[config.mk]
export PLATFORM = sky130hd
export DESIGN_NAME = dsp_frame_gen
export DESIGN_NICKNAME = d
export VERILOG_FILES = /design/src/rtl/dsp_frame_gen.sv
export SDC_FILE = /design/constraint.sdc
export NUM_CORES = 1
export LEC_CHECK = 0
export ABC_AREA = 1
export BUFFER_PORTS_ARGS = -buffer_cell sky130_fd_sc_hd__buf_2
export CORE_UTILIZATION = 35
export DETAILED_ROUTE_END_ITERATION = 16
export SLEW_MARGIN = 30
export SYNTH_ARGS = -nofsm -noshare
export SYNTH_HDL_FRONTEND = slang
export SYNTH_SLANG_ARGS = --single-unit
[constraint.sdc]
create_clock -name clk -period 1.9 [get_ports clk]
set_input_delay 0.475 -clock clk [delete_from_list [all_inputs] [get_ports clk]]
set_output_delay 0.475 -clock clk [all_outputs]
set_load 0.01 [all_outputs]
[src/rtl/dsp_frame_gen.sv]
// Radar frame generator: CPI/PRI timing pulses, sample gate and
// multi-lane test pattern stream for the DSP chain.
module dsp_frame_gen #(
   parameter int DATA_W      = 16,
   parameter int NUM_CH      = 2,
   parameter int SMP_PER_PRI = 256,
   parameter int PRI_LEN     = 400,
   parameter int SMP_OFS     = 16,
   parameter int PRI_PER_CPI = 32,
   parameter int CPI_GAP     = 100
) (
   input  logic                     clk,
   input  logic                     rst_n,
   input  logic                     i_en,
   input  logic                     i_single,
   input  logic [1:0]               i_mode,
   input  logic [DATA_W-1:0]        i_const,
   output logic                     o_cpib,
   output logic                     o_cpie,
   output logic                     o_pri,
   output logic                     o_smp_gate,
   output logic                     o_tvalid,
   output logic [NUM_CH*DATA_W-1:0] o_tdata,
   output logic                     o_busy,
   output logic [15:0]              o_cpi_cnt
);

   localparam int CW = (PRI_LEN > 1) ? $clog2(PRI_LEN) : 1;
   localparam int PW = (PRI_PER_CPI > 1) ? $clog2(PRI_PER_CPI) : 1;
   localparam int GW = (CPI_GAP > 1) ? $clog2(CPI_GAP) : 1;

   localparam logic [CW-1:0] OFS_C   = CW'(SMP_OFS);
   localparam logic [CW-1:0] END_C   = CW'(SMP_OFS + SMP_PER_PRI - 1);
   localparam logic [CW-1:0] LAST_C  = CW'(PRI_LEN - 1);
   localparam logic [PW-1:0] PLAST_C = PW'(PRI_PER_CPI - 1);
   localparam logic [GW-1:0] GLAST_C = GW'(CPI_GAP - 1);

   typedef enum logic [1:0] {IDLE, RUN, GAP} state_t;

   state_t              state, state_nx;
   logic [CW-1:0]       clk_cnt, clk_cnt_nx;
   logic [PW-1:0]       pri_idx, pri_idx_nx;
   logic [GW-1:0]       gap_cnt, gap_cnt_nx;
   logic [DATA_W-1:0]   n_idx, n_idx_nx;
   logic [1:0]          mode_r, mode_nx;
   logic [DATA_W-1:0]   const_r, const_nx;
   logic                single_flag, single_nx;
   logic                relaunch;
   logic                pri_last;
   logic                cpi_last;
   logic                gate;
   logic [NUM_CH*DATA_W-1:0] lane_data;

   assign pri_last = (clk_cnt == LAST_C);
   assign cpi_last = (state == RUN) && pri_last && (pri_idx == PLAST_C);
   assign gate     = (state == RUN) && (clk_cnt >= OFS_C) &&
                     (clk_cnt <= END_C);

   always_ff @(posedge clk or negedge rst_n) begin
      if (!rst_n) begin
         state       <= IDLE;
         clk_cnt     <= '0;
         pri_idx     <= '0;
         gap_cnt     <= '0;
         n_idx       <= '0;
         mode_r      <= '0;
         const_r     <= '0;
         single_flag <= 1'b0;
      end else begin
         state       <= state_nx;
         clk_cnt     <= clk_cnt_nx;
         pri_idx     <= pri_idx_nx;
         gap_cnt     <= gap_cnt_nx;
         n_idx       <= n_idx_nx;
         mode_r      <= mode_nx;
         const_r     <= const_nx;
         single_flag <= single_nx;
      end
   end

   always_comb begin
      state_nx   = state;
      clk_cnt_nx = clk_cnt;
      pri_idx_nx = pri_idx;
      gap_cnt_nx = gap_cnt;
      n_idx_nx   = n_idx;
      mode_nx    = mode_r;
      const_nx   = const_r;
      single_nx  = single_flag;
      relaunch   = 1'b0;
      unique case (state)
         IDLE: begin
            if (i_en || i_single) begin
               relaunch  = 1'b1;
               single_nx = !i_en;
            end
         end
         RUN: begin
            if (gate) n_idx_nx = n_idx + 1'b1;
            if (pri_last) begin
               clk_cnt_nx = '0;
               pri_idx_nx = pri_idx + 1'b1;
            end else begin
               clk_cnt_nx = clk_cnt + 1'b1;
            end
            if (cpi_last) begin
               if (CPI_GAP > 0) begin
                  state_nx   = GAP;
                  gap_cnt_nx = '0;
               end else if (i_en && !single_flag) begin
                  relaunch = 1'b1;
               end else begin
                  state_nx = IDLE;
               end
            end
         end
         GAP: begin
            if (gap_cnt == GLAST_C) begin
               if (i_en && !single_flag) relaunch = 1'b1;
               else state_nx = IDLE;
            end else begin
               gap_cnt_nx = gap_cnt + 1'b1;
            end
         end
         default: state_nx = IDLE;
      endcase
      // a new CPI restarts the timeline and snapshots the pattern setup
      if (relaunch) begin
         state_nx   = RUN;
         clk_cnt_nx = '0;
         pri_idx_nx = '0;
         n_idx_nx   = '0;
         mode_nx    = i_mode;
         const_nx   = i_const;
      end
   end

   always_comb begin
      lane_data = '0;
      for (int k = 0; k < NUM_CH; k++) begin
         case (mode_r)
            2'd1:    lane_data[k*DATA_W +: DATA_W] = const_r + DATA_W'(k);
            2'd2:    lane_data[k*DATA_W +: DATA_W] =
                        {4'(k), n_idx[DATA_W-5:0]};
            default: lane_data[k*DATA_W +: DATA_W] = n_idx + DATA_W'(k);
         endcase
      end
   end

   always_ff @(posedge clk or negedge rst_n) begin
      if (!rst_n) begin
         o_cpib     <= 1'b0;
         o_cpie     <= 1'b0;
         o_pri      <= 1'b0;
         o_smp_gate <= 1'b0;
         o_tvalid   <= 1'b0;
         o_tdata    <= '0;
         o_busy     <= 1'b0;
         o_cpi_cnt  <= '0;
      end else begin
         o_cpib     <= (state == RUN) && (clk_cnt == '0) && (pri_idx == '0);
         o_cpie     <= cpi_last;
         o_pri      <= (state == RUN) && (clk_cnt == '0);
         o_smp_gate <= gate;
         o_tvalid   <= gate;
         o_busy     <= (state != IDLE);
         if (gate) o_tdata <= lane_data;
         if (cpi_last) o_cpi_cnt <= o_cpi_cnt + 16'd1;
      end
   end

endmodule

==> impl_metrics.env <==
export IMPL_grt_max_degree=49
export IMPL_final_nets=955
export IMPL_hp_start="i_const[11]"
export IMPL_cp_common_cell="nand2_1"
export IMPL_syn_to_final_growth_pct=18.7
export IMPL_dieArea_um2=18000
export IMPL_avgSynthCellArea_um2=7.38
export IMPL_die_h_um=134
export IMPL_fillCellCount=1762
export IMPL_yosysWarnings=0
export IMPL_syn_inst=830
export IMPL_insertion_delay_ns=0.36
export IMPL_hold_depth=3
export IMPL_ys_seq_elements=111
export IMPL_worst_hold_slack_ns=0.314
export IMPL_drive_above_1_share_pct=14.8
export IMPL_core_area_um2=16800
export IMPL_crit_type="register to register"
export IMPL_reg2reg_to="n_idx[6]$_DFFE_PN0P_"
export IMPL_clockBufferDepth=2
export IMPL_clkTransAtPathRegs_ns=0.07
export IMPL_first_iter_violations=316
export IMPL_ir_drop_mv=0.469
export IMPL_dp_slack_ns=0.0504
export IMPL_worstMarginPinSlew_ns=0.469
export IMPL_power_w=0.00431
export IMPL_hold_class="primary input to register"
export IMPL_synth_top_area_cell="dfrtp_1"
export IMPL_syn_nets=863
export IMPL_antennaDiodeCount=0
export IMPL_critPathArrivalTime_ns=2.12
export IMPL_routabilityCongestion=0.921
export IMPL_cts_buffers=9
export IMPL_start_util_pct=36.4
export IMPL_reg2reg_from="clk_cnt[1]$_DFFE_PN0P_"
export IMPL_final_util_pct=43.2
export IMPL_fmax_mhz=550
export IMPL_cp_slowest_cell="dfrtp_1"
export IMPL_cp_start_kind="register"
export IMPL_skew_ns=0.0117
export IMPL_via_per_inst=4.90
export IMPL_slew_viol_final=0
export IMPL_die_x_um=134
export IMPL_hpwlAfterDp_mm=12.3
export IMPL_cellLeakagePower_nw=3.66
export IMPL_max_stage_delay_ns=0.39
export IMPL_netlist_area_leader_share_pct=45.4
export IMPL_cp_cell_sequence="ha_1, nand2_1, nor2_4, inv_2, nand2_1, nand2_1, nand2_1, nand2_2, buf_12, or2_1, nand2_1"
export IMPL_port_buffers=75
export IMPL_avgRoutedWirePerCell_um=14.4
export IMPL_design_area_um2=7270
export IMPL_netlist_area_um2=6120
export IMPL_num_vias=5617
export IMPL_grt_ovfl_total=0
export IMPL_ys_seq_area_share_pct=45.4
export IMPL_reg2reg_depth=11
export IMPL_cts_tree="done"
export IMPL_status="finished clean"
export IMPL_layout_common_cells="nand2_1 (304), dfrtp_1 (111), nand3_1 (77)"
export IMPL_row_count=47
export IMPL_rsz0062_at_grt="yes"
export IMPL_finalSetupViolations=0
export IMPL_final_hold_viol_count=0
export IMPL_grt_usage_pct=19.0
export IMPL_ios=76
export IMPL_rrSetupSlack_ns=0.08
export IMPL_required_ns=2.20
export IMPL_ant_nets=0
export IMPL_max_cap_violations=0
export IMPL_post_dp_cell_area_um2=6920
export IMPL_fin_crit_ns=1.82
export IMPL_routed_wl_mm=16.6
export IMPL_cp_max_fo=24
export IMPL_clock_root_buffer="clkbuf_16"
export IMPL_grt_pass1_vias=5166
export IMPL_ys_top_cells_by_area="dfrtp_1 (45%), nand2_1 (19%), nand3_1 (6.3%)"
export IMPL_layout_commonest_cell="nand2_1"
export IMPL_fin_crit_sh_pct=95.8
export IMPL_worst_slack_ns=0.0804
export IMPL_dr_pass1_iters=5
export IMPL_clock_sinks=111
export IMPL_antenna_found_initial=0
export IMPL_htreeDepth=3
export IMPL_drc_errors=0
export IMPL_synth_distinct_cells=37
export IMPL_max_slew_margin_rel_pct=68.5
export IMPL_cp_end_kind="register"
export IMPL_hold_end="const_r[11]$_DFFE_PN0N_"
export IMPL_p_per_area_nw_per_um2=594
export IMPL_grt_pass1_wl_mm=26.6
-- synth_stat cells --
cell type	n
a21oi_4	1
nor3_4	1
nand3_2	1
nand2_1	305
clkinv_1	1
xor2_1	19
nand4_1	19
dfrtp_1	111
nor4_1	1
o21ai_0	68
inv_1	69
xnor2_1	4
buf_4	6
o21ai_1	1
or2_2	1
nor3_1	9
o22ai_1	1
a21oi_1	16
clkbuf_1	7
o31ai_1	1
nor2_4	2
nand3b_1	2
a22oi_1	3
a31oi_1	1
buf_1	1
or2_1	4
nand2_2	1
nor2_1	63
buf_6	3
o221ai_1	1
inv_2	4
nor3b_1	2
nor2_2	4
nand3_1	77
o21bai_1	1
ha_1	11
buf_2	8
-- final cells by class --
cell class,count,area (um2),area share (%)
multi-input cells,620,2930,40.4
flip-flops and latches,111,2780,38.2
repair buffers,106,718,9.88
inverters,74,278,3.82
well taps,220,275,3.79
clock buffers,12,256,3.53
clock inverters,4,27.5,0.379
-- power breakdown --
part / switching (W) / leakage [nW] / internal (W) / total (W)
Sequential: 0 / 1.39 / 0.00236 / 0.00236
Combinational: 0.0000594 / 2.12 / 0.0000311 / 0.0000905
Clock: 0.000893 / 0.143 / 0.000968 / 0.00186
-- flip-flops by register name, indices dropped and copies added (netlist names) --
register,flops
o_tdata,32
const_r,16
n_idx,16
o_cpi_cnt,16
clk_cnt,9
gap_cnt,7
pri_idx,5
mode_r,2
state,2
o_busy,1
o_cpib,1
o_cpie,1
o_pri,1
o_tvalid,1
single_flag,1
-- how the worst max path moves through the flow --
stage,slack (ns),cells past startpoint,from,to
detailed placement,0.05,7,i_en,clk_cnt[7]$_DFFE_PN0P_
floorplan,0.25,10,gap_cnt[0]$_DFFE_PN0P_,pri_idx[0]$_DFFE_PN0P_
CTS,0.1,9,gap_cnt[1]$_DFFE_PN0P_,clk_cnt[7]$_DFFE_PN0P_
global route,-0.04,11,clk_cnt[1]$_DFFE_PN0P_,n_idx[6]$_DFFE_PN0P_
global placement,0.11,7,i_en,clk_cnt[0]$_DFFE_PN0P_
finish,0.08,11,clk_cnt[1]$_DFFE_PN0P_,n_idx[6]$_DFFE_PN0P_
-- stage by stage --
stage | std cells | TNS, ns
6_report | 1147 | 0
5_1_grt | 1147 | -0.139
4_1_cts | 1145 | 0
3_5_place_dp | 1128 | 0
3_3_place_gp | 1128 | 0
2_1_floorplan | 830 | 0
-- metal layers --
metal  up-vias  routed length, um  global-route usage (%)
li1       2850                  -                       -
met1      2595               7610                    25.1
met2       150               7710                    30.5
met3        22                840                    3.67
met4         0                395                    7.74
met5         -                  0                       0
-- worst max-delay path: cells and delay by family (launching register included) --
family	cells	cell delay, ns
fa+ha+maj	1	0.17
buf+inv	2	0.25
flops	1	0.39
simple gates	8	0.94
-- timing repair --
item	in CTS	in global routing
endpoints found under the hold margin	7	0
hold buffers	1	0
buffers inserted	0	1
endpoints found under the setup margin	0	19
gates resized for setup	0	4
-- cells by family (layout without fill, tap and decap cells) --
family	after synthesis	in the layout	synth area share, %
AO/OA/AOI/OAI	94	94	8.18
XOR/XNOR	23	23	3.29
adder cells (fa/ha/maj)	11	11	2.25
buffers and inverters	99	196	6.97
flip-flops	111	111	45.4
AND/OR/NAND/NOR	492	492	33.9
No activity file was read; power rests on OpenSTA's default activity.
